### config.mk
export PLATFORM = sky130hd
export DESIGN_NAME = spi_init_loader
export DESIGN_NICKNAME = d
export VERILOG_FILES = /design/src/rtl/spi_init_loader.sv
export SDC_FILE = /design/constraint.sdc
export NUM_CORES = 1
export LEC_CHECK = 0
export CORE_MARGIN = 5
export CORE_UTILIZATION = 56
export CTS_BUF_LIST = sky130_fd_sc_hd__clkbuf_8
export DETAILED_ROUTE_END_ITERATION = 10
export PLACE_DENSITY = 0.75
export SKIP_LAST_GASP = 1
export SLEW_MARGIN = 15
export SYNTH_ARGS = -nofsm -noshare
export SYNTH_HDL_FRONTEND = slang
export SYNTH_SLANG_ARGS = --single-unit
### constraint.sdc
create_clock -name i_clk -period 6.3 [get_ports i_clk]
set_input_delay 0.63 -clock i_clk [delete_from_list [all_inputs] [get_ports i_clk]]
set_output_delay 0.63 -clock i_clk [all_outputs]
set_load 0.05 [all_outputs]
### src/rtl/spi_init_loader.sv
// ---------------------------------------------------------------------------
// spi_init_loader
//
// SPI mode-0 slave that receives LCD init-sequence words from the ESP32,
// queues them in a small FIFO and presents them to the LCD controller's init
// port over a rdy/ack handshake. SCLK, MOSI and CS are synchronised into
// i_clk, so everything runs in the system clock domain (SCLK <= i_clk/8).
//
// Optional build macro:
//   SPI_STATUS_READBACK_EN  - when defined, a new CS frame shifts out a status
//                             word {overflow, done, magic_seen, end_queued,
//                             zero pad, fifo_level}; otherwise it echoes the
//                             last completed word (0 after reset).
//                             Requires WORD_BITS >= $clog2(FIFO_DEPTH)+5.
//
// Ports:
//   i_clk, i_reset      system clock, async active-high reset
//   i_spi_clk/mosi/cs   SPI slave pins (CS active-low), async to i_clk
//   o_spi_miso(_oe)     readback data and its output enable (= CS active)
//   o_init_data/rdy     FIFO head payload and its valid
//   i_init_ack          consumer takes the head word while rdy is high
//   o_init_done         end marker reached the FIFO head (sticky)
//   o_magic_seen        MAGIC word received (sticky)
//   o_overflow          a word was dropped on a full FIFO (sticky)
//   o_fifo_level        current FIFO occupancy, 0..FIFO_DEPTH
// ---------------------------------------------------------------------------
module spi_init_loader #(
    parameter int                   WORD_BITS  = 16,
    parameter int                   DATA_BITS  = 9,
    parameter int                   FIFO_DEPTH = 8,
    parameter logic [WORD_BITS-1:0] MAGIC      = 16'hCAFE
) (
    input  logic                            i_clk,
    input  logic                            i_reset,
    input  logic                            i_spi_clk,
    input  logic                            i_spi_mosi,
    input  logic                            i_spi_cs,
    output logic                            o_spi_miso,
    output logic                            o_spi_miso_oe,
    output logic [DATA_BITS-1:0]            o_init_data,
    output logic                            o_init_rdy,
    input  logic                            i_init_ack,
    output logic                            o_init_done,
    output logic                            o_magic_seen,
    output logic                            o_overflow,
    output logic [$clog2(FIFO_DEPTH):0]     o_fifo_level
);

    localparam int PTR_W   = $clog2(FIFO_DEPTH);
    localparam int LVL_W   = PTR_W + 1;
    localparam int CNT_W   = $clog2(WORD_BITS);
    localparam int ENTRY_W = DATA_BITS + 1;   // {is_end, payload}

    // -----------------------------------------------------------------------
    // Synchronisers. Index [1] is the synchronised level; [2] is the delayed
    // copy used for edge detection. CS resets to idle (high) so the MISO
    // enable is low in reset.
    // -----------------------------------------------------------------------
    logic [2:0] sclk_sync_q, sclk_sync_d;
    logic [2:0] cs_sync_q,   cs_sync_d;
    logic [1:0] mosi_sync_q, mosi_sync_d;

    logic sclk_rise, sclk_fall, cs_active, cs_fall, mosi_s;

    always_comb begin
        sclk_sync_d = {sclk_sync_q[1:0], i_spi_clk};
        cs_sync_d   = {cs_sync_q[1:0],   i_spi_cs};
        mosi_sync_d = {mosi_sync_q[0],   i_spi_mosi};
    end

    assign sclk_rise = sclk_sync_q[1] & ~sclk_sync_q[2];
    assign sclk_fall = ~sclk_sync_q[1] & sclk_sync_q[2];
    assign cs_active = ~cs_sync_q[1];
    assign cs_fall   = ~cs_sync_q[1] & cs_sync_q[2];
    assign mosi_s    = mosi_sync_q[1];

    // -----------------------------------------------------------------------
    // Sticky flags and FIFO state (declared early; readback needs them).
    // -----------------------------------------------------------------------
    logic               magic_q,   magic_d;
    logic               ovf_q,     ovf_d;
    logic               done_q,    done_d;
    logic               endq_q,    endq_d;
    logic [PTR_W-1:0]   wr_ptr_q,  wr_ptr_d;
    logic [PTR_W-1:0]   rd_ptr_q,  rd_ptr_d;
    logic [LVL_W-1:0]   level_q,   level_d;
    logic [ENTRY_W-1:0] mem_q [FIFO_DEPTH];
    logic [ENTRY_W-1:0] mem_d [FIFO_DEPTH];

    // -----------------------------------------------------------------------
    // Shift engine
    // -----------------------------------------------------------------------
    logic [CNT_W-1:0]     bit_cnt_q, bit_cnt_d;
    logic [WORD_BITS-1:0] rx_q,      rx_d;
    logic [WORD_BITS-1:0] tx_q,      tx_d;
    logic                 word_vld_q, word_vld_d;
    logic [WORD_BITS-1:0] readback;
    logic [CNT_W-1:0]     cnt_base;

`ifdef SPI_STATUS_READBACK_EN
    always_comb begin
        readback                  = '0;
        readback[WORD_BITS-1]     = ovf_q;
        readback[WORD_BITS-2]     = done_q;
        readback[WORD_BITS-3]     = magic_q;
        readback[WORD_BITS-4]     = endq_q;
        readback[LVL_W-1:0]       = level_q;
    end
`else
    logic [WORD_BITS-1:0] last_word_q, last_word_d;
    assign readback = last_word_q;
`endif

    always_comb begin
        bit_cnt_d  = bit_cnt_q;
        rx_d       = rx_q;
        tx_d       = tx_q;
        word_vld_d = 1'b0;
`ifndef SPI_STATUS_READBACK_EN
        last_word_d = last_word_q;
`endif
        // A CS fall restarts the word even if an edge lands in the same cycle.
        cnt_base = cs_fall ? '0 : bit_cnt_q;

        if (!cs_active) begin
            // Idle CS keeps the counter at 0: a partial word simply vanishes.
            bit_cnt_d = '0;
        end else begin
            if (cs_fall) begin
                bit_cnt_d = '0;
                tx_d      = readback;
            end
            if (sclk_rise) begin
                rx_d = {rx_q[WORD_BITS-2:0], mosi_s};
                if (cnt_base == CNT_W'(WORD_BITS - 1)) begin
                    // Wrap so back-to-back words work inside one frame.
                    bit_cnt_d  = '0;
                    word_vld_d = 1'b1;
`ifndef SPI_STATUS_READBACK_EN
                    last_word_d = rx_d;
`endif
                end else begin
                    bit_cnt_d = cnt_base + CNT_W'(1);
                end
            end else if (sclk_fall && !cs_fall) begin
                tx_d = {tx_q[WORD_BITS-2:0], 1'b0};
            end
        end
    end

    // -----------------------------------------------------------------------
    // Decode and FIFO. rx_q still holds the completed word in the cycle after
    // the last rising edge, since the next SCLK edge is several cycles away.
    // -----------------------------------------------------------------------
    logic               push_req, push, pop, pop_ack, pop_end;
    logic               head_vld, head_is_end, full, rdy;
    logic [ENTRY_W-1:0] push_entry, head;

    assign head        = mem_q[rd_ptr_q];
    assign head_vld    = (level_q != '0);
    assign head_is_end = head[DATA_BITS];
    assign full        = (level_q == LVL_W'(FIFO_DEPTH));
    assign rdy         = head_vld & ~head_is_end & ~done_q;
    assign pop_ack     = rdy & i_init_ack;
    // The end marker is consumed internally as soon as it reaches the head.
    assign pop_end     = head_vld & head_is_end & ~done_q;
    assign pop         = pop_ack | pop_end;

    always_comb begin
        push_req   = 1'b0;
        push_entry = {rx_q[WORD_BITS-1], rx_q[DATA_BITS-1:0]};
        if (word_vld_q) begin
            if (rx_q == MAGIC) begin
                push_req = 1'b0;
            end else if (endq_q || done_q) begin
                push_req = 1'b0;
            end else begin
                push_req = 1'b1;
            end
        end
    end

    // A pop in the same cycle frees a slot for a push onto a full FIFO.
    assign push = push_req & (~full | pop);

    always_comb begin
        magic_d  = magic_q | (word_vld_q && rx_q == MAGIC);
        ovf_d    = ovf_q | (push_req & ~push);
        endq_d   = endq_q | (push & push_entry[DATA_BITS]);
        done_d   = done_q | pop_end;
        wr_ptr_d = wr_ptr_q + PTR_W'(push);
        rd_ptr_d = rd_ptr_q + PTR_W'(pop);
        level_d  = level_q + LVL_W'(push) - LVL_W'(pop);
        mem_d    = mem_q;
        if (push) begin
            mem_d[wr_ptr_q] = push_entry;
        end
    end

    // -----------------------------------------------------------------------
    // Registers
    // -----------------------------------------------------------------------
    always_ff @(posedge i_clk or posedge i_reset) begin
        if (i_reset) begin
            sclk_sync_q <= '0;
            cs_sync_q   <= '1;
            mosi_sync_q <= '0;
            bit_cnt_q   <= '0;
            rx_q        <= '0;
            tx_q        <= '0;
            word_vld_q  <= 1'b0;
`ifndef SPI_STATUS_READBACK_EN
            last_word_q <= '0;
`endif
            magic_q     <= 1'b0;
            ovf_q       <= 1'b0;
            done_q      <= 1'b0;
            endq_q      <= 1'b0;
            wr_ptr_q    <= '0;
            rd_ptr_q    <= '0;
            level_q     <= '0;
            mem_q       <= '{default: '0};
        end else begin
            sclk_sync_q <= sclk_sync_d;
            cs_sync_q   <= cs_sync_d;
            mosi_sync_q <= mosi_sync_d;
            bit_cnt_q   <= bit_cnt_d;
            rx_q        <= rx_d;
            tx_q        <= tx_d;
            word_vld_q  <= word_vld_d;
`ifndef SPI_STATUS_READBACK_EN
            last_word_q <= last_word_d;
`endif
            magic_q     <= magic_d;
            ovf_q       <= ovf_d;
            done_q      <= done_d;
            endq_q      <= endq_d;
            wr_ptr_q    <= wr_ptr_d;
            rd_ptr_q    <= rd_ptr_d;
            level_q     <= level_d;
            mem_q       <= mem_d;
        end
    end

    // -----------------------------------------------------------------------
    // Outputs
    // -----------------------------------------------------------------------
    assign o_spi_miso    = tx_q[WORD_BITS-1];
    assign o_spi_miso_oe = cs_active;
    assign o_init_rdy    = rdy;
    assign o_init_data   = rdy ? head[DATA_BITS-1:0] : '0;
    assign o_init_done   = done_q;
    assign o_magic_seen  = magic_q;
    assign o_overflow    = ovf_q;
    assign o_fifo_level  = level_q;

endmodule

==> tab_implementation.tex, run 1 <==
\begin{tabular}{lr}
\hline
Metric & Value \\
\hline
\multicolumn{2}{l}{\textbf{Yosys}} \\
\quad Number of register bits inferred by synthesis & 155 \\
\quad Synth top area cells & sky130\_fd\_sc\_hd\_\_dfrtp\_1 56\%, sky130\_fd\_sc\_hd\_\_mux2\_2 14\%, sky130\_fd\_sc\_hd\_\_mux4\_2 6.3\%, sky130\_fd\_sc\_hd\_\_mux2\_1 3.3\%, sky130\_fd\_sc\_hd\_\_mux2\_4 2.2\% \\
\quad Syn nets & 495 \\
\quad Fraction of the yosys area taken by sequential cells & 56.9\% \\
\quad Commonest cells post-synth & 152 x sky130\_fd\_sc\_hd\_\_dfrtp\_1, 82 x sky130\_fd\_sc\_hd\_\_mux2\_2, 26 x sky130\_fd\_sc\_hd\_\_nand2\_1, 20 x sky130\_fd\_sc\_hd\_\_clkbuf\_1, 20 x sky130\_fd\_sc\_hd\_\_mux2\_1 \\
\quad Count of unique library cells instantiated by Yosys & 44 \\
\quad Post-Synthesis Cell Area & 6820 sq um \\
\quad Share of async-settable or async-resettable flops after synthesis & 100\% \\
\quad Post-synth top area cell & sky130\_fd\_sc\_hd\_\_dfrtp\_1 \\
\quad Syn avg cell area & 14.3 sq um \\
\quad Dominant cell by count in the synthesized netlist & sky130\_fd\_sc\_hd\_\_dfrtp\_1 \\
\quad Number of enable-type register cells in the synthesized netlist & 0 \\
\quad Post-synth top flop & sky130\_fd\_sc\_hd\_\_dfrtp\_1 \\
\quad Gate Count Post-Synth & 477 \\
\quad Total number of yosys warnings & 0 \\
\quad Proportion of netlist area held by the largest area contributor & 55.8\% \\
\multicolumn{2}{l}{\textbf{Power}} \\
\quad Worst ir drop on vdd & 0.000187 V \\
\quad Pwr Density & 310 nW/um\^{}2 \\
\quad Static leakage power & 3.68 nW \\
\multicolumn{2}{l}{\textbf{Run status}} \\
\quad Result of the run & finished clean \\
\multicolumn{2}{l}{\textbf{Floorplanning}} \\
\quad Overall die width & 120 microns \\
\quad Die outline area & 14,500 sq um \\
\quad Initial core utilization & 57.0\% \\
\quad Core Rows & 40 \\
\quad Die Span Y & 120 microns \\
\quad Top-level port count & 25 \\
\quad CORE AREA & 12,000 sq um \\
\multicolumn{2}{l}{\textbf{Clock tree}} \\
\quad Clock-pin slew on the worst setup and hold paths & 0.08 ns \\
\quad Number of buffers added for setup after CTS & 0 \\
\quad Clk\_lat worst skew & 0.46 ns \\
\quad Number of CTS-inserted buffers & 17 \\
\quad CTS tree & done \\
\quad Hold buffer count at CTS & 0 \\
\quad Cell at the root of the clock tree & sky130\_fd\_sc\_hd\_\_clkbuf\_8 \\
\quad CTS sink cnt & 155 \\
\quad Clock buffer depth & 2 \\
\quad Post-cts resize count & 0 \\
\quad H-tree levels & 4 \\
\multicolumn{2}{l}{\textbf{Route}} \\
\quad Number of DRC markers after the initial detailed-route iteration & 227 \\
\quad Per-cell via count in the routed design & 5.90 \\
\quad Total via count after detailed routing & 3,832 \\
\quad Remaining antenna violation count after routing & 0 \\
\quad Routed wirelength normalized by instance count & 19.5 microns \\
\quad Total wire length & 12,700 microns \\
\quad DR DRC count & 0 \\
\quad Detailed-routing iteration count for the pre-antenna-repair pass & 4 \\
\multicolumn{2}{l}{\textbf{Cells and area}} \\
\quad Number of nets at the end of the flow & 510 \\
\quad Number of antenna diodes & 0 \\
\quad Layout overhead on the synthesized area & 10.6\% \\
\quad \# fillers & 902 \\
\quad Fraction of layout instances using a drive strength above 1 & 30.4\% \\
\quad Util after Layout & 63.1\% \\
\multicolumn{2}{l}{\textbf{Worst setup path}} \\
\quad Crit-path slowest cell & sky130\_fd\_sc\_hd\_\_clkdlybuf4s50\_1 \\
\quad Maximum fanout count along the critical path & 14 \\
\quad Cells along the critical path & buf\_4 > mux2i\_1 > mux4\_2 > nand2\_1 > nor2\_1 > clkdlybuf4s50\_1 \\
\quad WS Path Type & reg2out \\
\quad Arrival time at the worst endpoint & 3.43 ns \\
\quad Startpoint type of the worst setup path & flop \\
\quad Required time at the endpoint of the critical path & 5.67 ns \\
\quad Delay of the slowest critical-path stage & 0.82 ns \\
\quad Critical path capture point type & primary output \\
\quad Reg2reg setup slack & 2.90 ns \\
\multicolumn{2}{l}{\textbf{Run}} \\
\quad Max-cap viol count & 0 \\
\multicolumn{2}{l}{\textbf{STA}} \\
\quad Remaining max-slew budget at the tightest pin & 30.2\% \\
\quad Clock period minus worst slack & 4.06 ns \\
\quad Max Clock Skew & 0.0104 ns \\
\quad Transition time at the pin with the least slew margin & 1.04 ns \\
\quad Highest clock rate & 247 MHz \\
\quad Final hold viol count & 0 \\
\quad Setup repair after global routing missed its margin & no \\
\quad Number of setup violations in the final report & 0 \\
\quad Max-slew violation total from the final report & 0 \\
\quad Setup total negative slack & 0 ns \\
\quad Ratio of final minimum period to clock period & 64.4\% \\
\multicolumn{2}{l}{\textbf{GRT}} \\
\quad All-Layer GR Usage & 19.0\% \\
\quad First-pass GRT wire length & 21,200 microns \\
\quad Number of global-route vias before repair & 4,076 \\
\quad Initial antenna violation count & 0 \\
\quad Total congestion overflow after global routing & 0 \\
\quad Maximum number of pins on one net before global-route repair & 108 \\
\multicolumn{2}{l}{\textbf{Placed design}} \\
\quad Routability-driven placement congestion ratio & 0.766 \\
\quad HPWL Detailed & 8190 microns \\
\quad IO buf count & 24 \\
\multicolumn{2}{l}{\textbf{Hold path}} \\
\quad Hold/Removal Path Class & reg2reg \\
\hline
\end{tabular}
==> cell usage in the layout (no fill, tap or decap), types with 3 or more instances in the layout <==
| master | Yosys | layout |
|---|---|---|
| sky130_fd_sc_hd__nor2_1 | 16 | 16 |
| sky130_fd_sc_hd__a21o_1 | 3 | 3 |
| sky130_fd_sc_hd__mux2_4 | 10 | 10 |
| sky130_fd_sc_hd__ha_1 | 11 | 11 |
| sky130_fd_sc_hd__mux2_1 | 20 | 20 |
| sky130_fd_sc_hd__a22oi_1 | 15 | 15 |
| sky130_fd_sc_hd__nor2b_1 | 5 | 5 |
| sky130_fd_sc_hd__nand2_1 | 26 | 26 |
| sky130_fd_sc_hd__mux2i_1 | 13 | 13 |
| sky130_fd_sc_hd__nand4b_1 | 4 | 4 |
| sky130_fd_sc_hd__dfstp_2 | 3 | 3 |
| sky130_fd_sc_hd__dfrtp_1 | 152 | 152 |
| sky130_fd_sc_hd__xnor2_1 | 3 | 3 |
| sky130_fd_sc_hd__mux2_2 | 82 | 82 |
| sky130_fd_sc_hd__inv_1 | 14 | 13 |
| sky130_fd_sc_hd__clkbuf_8 | 0 | 20 |
| sky130_fd_sc_hd__a21oi_1 | 3 | 3 |
| sky130_fd_sc_hd__buf_4 | 0 | 3 |
| sky130_fd_sc_hd__xor2_1 | 3 | 3 |
| sky130_fd_sc_hd__o21ai_0 | 16 | 16 |
| sky130_fd_sc_hd__clkdlybuf4s50_1 | 0 | 24 |
| sky130_fd_sc_hd__mux4_2 | 19 | 19 |
| sky130_fd_sc_hd__bufinv_16 | 0 | 3 |
==> kinds of logic after synthesis <==
group                      count (synthesis)  synth area share, %
DFF                                      155                 56.9
muxes                                    144                 27.2
and+or+nand+nor                           71                 5.65
buffers and inverters                     45                 2.94
AOI/OAI and AO/OA                         44                 4.17
adders and majority gates                 12                 2.31
xor gates and xnor gates                   6                0.771
==> layer usage <==
| metal | vias to the layer above | part of all wire (%) | track usage (%) |
|---|---|---|---|
| met1 | 2011 | 45 | 24.7 |
| met2 | 56 | 51 | 31.6 |
| li1 | 1748 | - | - |
| met5 | - | 0 | 0 |
| met3 | 17 | 3.2 | 5.00 |
| met4 | 0 | 1.3 | 5.81 |
==> power by group <==
| part | total (mW) | switching [mW] | internal [mW] | leakage [nW] |
|---|---|---|---|---|
| combinational | 0.340 | 0.174 | 0.167 | 1.36 |
| sequential | 1.22 | 0.171 | 1.05 | 2.11 |
| clock | 0.781 | 0.361 | 0.420 | 0.207 |
| total | 2.34 | 0.706 | 1.63 | 3.68 |
==> worst paths after layout <==
path,cells after the start,end,startpoint
worst max-delay path,6,o_init_data[6],rd_ptr_q[0]$_DFF_PP0_
worst min-delay path,0,mosi_sync_q[1]$_DFF_PP0_,mosi_sync_q[0]$_DFF_PP0_
worst max register to register,10,o_fifo_level[3]$_DFF_PP0_,rd_ptr_q[0]$_DFF_PP0_
worst min register to register,0,mosi_sync_q[1]$_DFF_PP0_,mosi_sync_q[0]$_DFF_PP0_
max in group asynchronous,3,mem_q[25]$_DFFE_PP0P_,i_reset
min in group asynchronous,2,last_word_q[15]$_DFFE_PP0P_,i_reset
==> state kept, by name, summed over array words and instances (netlist names) <==
signal and flops:
sclk_sync_q 3, endq_q 1, bit_cnt_q 4, o_overflow 1, rx_q 16, wr_ptr_q 3, rd_ptr_q 3, last_word_q 16
o_fifo_level 4, o_init_done 1, cs_sync_q 3, mem_q 80, o_magic_seen 1, tx_q 16, word_vld_q 1, mosi_sync_q 2
==> worst max-delay path: cells and delay by family, from the launching register on <==
kind | cells | cell delay (ns)
buffers and inverters | 2 | 1.21
AND/OR/NAND/NOR | 2 | 0.51
multiplexers | 2 | 0.51
flip-flops | 1 | 0.74
==> metrics by stage <==
stage          hold slack [ns]  cells  power, mW  instance area, sq um  setup slack (ns)
6_report                 0.354    650       2.34                  7540              2.24
5_1_grt                  0.371    650       2.45                  7540              2.00
4_1_cts                  0.356    650       2.36                  7540              2.17
3_5_place_dp             0.337    620       1.58                  7120              2.68
3_3_place_gp             0.344    620       1.56                  7120              2.78
2_1_floorplan            0.331    477       1.47                  6820              1.50
==> layout make-up <==
type                            count  area, sq um  area share (%)
Clock buffer                       20          275            3.65
Tap cell                          147          184            2.44
Sequential cell                   155         3880            51.5
Multi-Input combinational cell    277         2740            36.3
Inverter                           14         57.6           0.763
Timing Repair Buffer               27          263            3.48
Clock inverter                     10          141            1.87
Power figures use the tool's default switching activity.
==> inputs of run 2 (changes only) <==
- clock period: 6.3 -> 4 ns (I/O delays scaled with it)
==> run 2 against run 1 <==
Net effect: sequential share of layout area down 0.54 points; global-route usage up 0.91 points; via count up 0.37%; total power up 60%; worst hold slack worse by 0.0022 ns; clock skew down 0.0024 ns; clock power up 65%; cell count up 1.2%; critical path type unchanged.
==> tab_implementation.tex, run 2 (synthesis results as in run 1) <==
\begin{tabular}{lr}
\hline
Metric & Value \\
\hline
\multicolumn{2}{l}{\textbf{Cells and area}} \\
\quad \# fillers & 859 (-4.8\%) \\
\quad Number of cells in the finished layout apart from fillers & 658 (+1.2\%) \\
\quad Highest-count cells in the layout ignoring fill and taps & 152 x sky130\_fd\_sc\_hd\_\_dfrtp\_1, 82 x sky130\_fd\_sc\_hd\_\_mux2\_2, 26 x sky130\_fd\_sc\_hd\_\_nand2\_1 \\
\quad Fraction of layout instances using a drive strength above 1 & 31.3\% (+0.89 points) \\
\quad Flip-flop count of the largest register, all copies and words added & 80 (unchanged) \\
\quad Number of nets at the end of the flow & 516 (+1.2\%) \\
\quad Most flop-heavy register & mem\_q \\
\quad Number of antenna diodes & 0 (unchanged) \\
\quad Layout overhead on the synthesized area & 11.8\% \\
\quad Most common cell after layout, fill and taps aside & sky130\_fd\_sc\_hd\_\_dfrtp\_1 \\
\multicolumn{2}{l}{\textbf{Worst setup path}} \\
\quad Startpoint type of the worst setup path & flop \\
\quad Number of gates on the worst path with buffers counted & 5 (-1) \\
\quad WS Path Type & reg2out \\
\quad Cells along the critical path & buf\_4 > mux4\_2 > mux2i\_1 > nor2\_1 > clkdlybuf4s50\_1 \\
\quad Capture instance of the worst register-to-register path & o\_fifo\_level[1]\$\_DFF\_PP0\_ \\
\quad Number of buffers and inverters on the critical path & 2 (unchanged) \\
\quad Cell class contributing the biggest share of worst-path delay & buffers and inverters \\
\quad Maximum fanout count along the critical path & 19 (+5) \\
\quad Reg2reg setup slack & 0.91 ns (-1.99 ns) \\
\quad R2R depth & 10 (unchanged) \\
\quad Arrival time at the worst endpoint & 2.89 ns (-0.54 ns) \\
\quad Required time at the endpoint of the critical path & 3.60 ns (-2.07 ns) \\
\quad Critical path capture point & o\_init\_data[7] \\
\quad Setup crit start & rd\_ptr\_q[0]\$\_DFF\_PP0\_ \\
\quad Crit-path slowest cell & sky130\_fd\_sc\_hd\_\_clkdlybuf4s50\_1 \\
\quad Reg-to-reg critical path startpoint & rx\_q[2]\$\_DFFE\_PP0P\_ \\
\quad Delay of the slowest critical-path stage & 0.71 ns (-0.11 ns) \\
\quad Critical path capture point type & primary output \\
\multicolumn{2}{l}{\textbf{Floorplanning}} \\
\quad Initial core utilization & 57.0\% (unchanged) \\
\quad Top-level port count & 25 (unchanged) \\
\quad Core Rows & 40 (unchanged) \\
\quad CORE AREA & 12,000 sq um (unchanged) \\
\quad Die outline area & 14,500 sq um (unchanged) \\
\quad Overall die width & 120 microns (unchanged) \\
\quad Die Span Y & 120 microns (unchanged) \\
\multicolumn{2}{l}{\textbf{GRT}} \\
\quad Total congestion overflow after global routing & 0 (unchanged) \\
\quad Initial antenna violation count & 0 (unchanged) \\
\quad Number of global-route vias before repair & 4,026 (-1.2\%) \\
\quad First-pass GRT wire length & 22,100 microns (+4.1\%) \\
\quad All-Layer GR Usage & 19.9\% (+0.91 points) \\
\quad Maximum number of pins on one net before global-route repair & 81 (-25\%) \\
\multicolumn{2}{l}{\textbf{Run}} \\
\quad Max-cap viol count & 0 (unchanged) \\
\multicolumn{2}{l}{\textbf{Power}} \\
\quad Worst ir drop on vdd & 0.000285 V (+52\%) \\
\quad Overall power after layout & 3.75 mW (+60\%) \\
\quad Sequential share of power & 48.6\% (-3.4 points) \\
\quad Static leakage power & 3.72 nW (+1.2\%) \\
\quad Pwr Density & 492 nW/um\^{}2 (+59\%) \\
\quad Internal power consumption & 2.65 mW (+62\%) \\
\quad Clock Power Share & 34.3\% (+0.9 points) \\
\quad Net Switching & 1.10 mW (+56\%) \\
\quad Fraction of power spent switching nets & 29.4\% (-0.77 points) \\
\quad Part of the total power dissipated in combinational logic & 17.1\% (+2.5 points) \\
\multicolumn{2}{l}{\textbf{Clock tree}} \\
\quad CTS tree & done \\
\quad Hold buffer count at CTS & 0 (unchanged) \\
\quad Clk\_lat worst skew & 0.44 ns (-0.02 ns) \\
\quad H-tree levels & 4 (unchanged) \\
\quad Post-cts resize count & 0 (unchanged) \\
\quad Clock buffer depth & 2 (unchanged) \\
\quad Number of buffers added for setup after CTS & 0 (unchanged) \\
\quad Number of CTS-inserted buffers & 17 (unchanged) \\
\quad Cell at the root of the clock tree & sky130\_fd\_sc\_hd\_\_clkbuf\_8 \\
\quad CTS sink cnt & 155 (unchanged) \\
\quad Clock-pin slew on the worst setup and hold paths & 0.08 ns (about the same) \\
\multicolumn{2}{l}{\textbf{Hold path}} \\
\quad Hold/Removal Path Class & reg2reg \\
\multicolumn{2}{l}{\textbf{STA}} \\
\quad Setup total negative slack & 0 ns (unchanged) \\
\quad Setup repair after global routing missed its margin & no \\
\quad Remaining max-slew budget at the tightest pin & 28.5\% (-1.7 points) \\
\quad Max-slew violation total from the final report & 0 (unchanged) \\
\quad Final hold viol count & 0 (unchanged) \\
\quad Max Clock Skew & 0.00796 ns (-0.00243 ns) \\
\quad Highest clock rate & 304 MHz \\
\quad Number of setup violations in the final report & 0 (unchanged) \\
\quad Final setup slack of the worst path & 0.711 ns (-1.53 ns) \\
\quad Clock period minus worst slack & 3.29 ns \\
\quad Ratio of final minimum period to clock period & 82.2\% \\
\quad Transition time at the pin with the least slew margin & 1.07 ns (+0.0208 ns) \\
\multicolumn{2}{l}{\textbf{Placed design}} \\
\quad IO buf count & 24 (unchanged) \\
\quad HPWL Detailed & 8350 microns (+2.0\%) \\
\quad Routability-driven placement congestion ratio & 0.749 (-2.3\%) \\
\quad Placement Setup Slack & 0.952 ns (-1.73 ns) \\
\quad Number of cells after detailed placement & 626 (+0.97\%) \\
\multicolumn{2}{l}{\textbf{Route}} \\
\quad DR DRC count & 0 (unchanged) \\
\quad Total via count after detailed routing & 3,846 (+0.37\%) \\
\quad Remaining antenna violation count after routing & 0 (unchanged) \\
\quad Number of DRC markers after the initial detailed-route iteration & 281 (+24\%) \\
\quad Total wire length & 13,100 microns (+3.7\%) \\
\quad Per-cell via count in the routed design & 5.84 (-0.85\%) \\
\quad Routed wirelength normalized by instance count & 19.9 microns (+2.4\%) \\
\quad Detailed-routing iteration count for the pre-antenna-repair pass & 5 (+1) \\
\multicolumn{2}{l}{\textbf{Run status}} \\
\quad Result of the run & finished clean \\
\hline
\end{tabular}
==> run 2: cell count changes in the layout (fill, tap and decap cells not counted) <==
cell / change
sky130_fd_sc_hd__buf_4: +5
sky130_fd_sc_hd__clkinv_2: +3
sky130_fd_sc_hd__inv_6: -2
sky130_fd_sc_hd__buf_12: +1
sky130_fd_sc_hd__bufinv_16: +1
sky130_fd_sc_hd__clkinv_4: -1
sky130_fd_sc_hd__clkinvlp_4: +1
sky130_fd_sc_hd__o21ai_1: +1
sky130_fd_sc_hd__o21ai_2: -1
==> run 2: area by class of cell <==
type	instances	area [sq um]	area share (%)
sequential	155	3880	50.9
multi-input combinational	277	2740	35.9
timing repair buffer	33	320	4.20
clock buffer	20	275	3.61
tap	147	184	2.41
clock inverter	12	169	2.22
inverter	14	56.3	0.739
==> run 2: through the flow <==
step           cell area (sq um)  hold WS, ns  utilization, %
6_report                    7620        0.352            63.7
5_1_grt                     7620        0.315            63.7
4_1_cts                     7620        0.329            63.7
3_5_place_dp                7180        0.336            60.0
3_3_place_gp                7180        0.335            60.0
2_1_floorplan               6820        0.331               -
==> run 2: power groups by stage <==
stage	logic [mW]	clock network (mW)	registers [mW]
global route	0.703	1.39	1.84
global placement	0.639	0	1.85
finish	0.643	1.29	1.82
CTS	0.658	1.32	1.82
detailed placement	0.656	0	1.85
floorplan	0.505	0	1.80
==> run 2: worst min path at each step <==
stage	startpoint	end	slack (ns)	depth (start not counted)
2_1_floorplan	mosi_sync_q[0]$_DFF_PP0_	mosi_sync_q[1]$_DFF_PP0_	0.33	0
3_3_place_gp	mosi_sync_q[0]$_DFF_PP0_	mosi_sync_q[1]$_DFF_PP0_	0.34	0
3_5_place_dp	mosi_sync_q[0]$_DFF_PP0_	mosi_sync_q[1]$_DFF_PP0_	0.34	0
4_1_cts	i_spi_cs	cs_sync_q[0]$_DFF_PP1_	0.33	1
5_1_grt	i_spi_cs	cs_sync_q[0]$_DFF_PP1_	0.32	1
6_report	mosi_sync_q[0]$_DFF_PP0_	mosi_sync_q[1]$_DFF_PP0_	0.35	0
==> run 2: metal layers <==
metal	GRT usage, %	routed length (microns)
met5	0	0
met2	32.8	6780
met1	26.9	5770
met3	4.58	454
met4	5.45	116
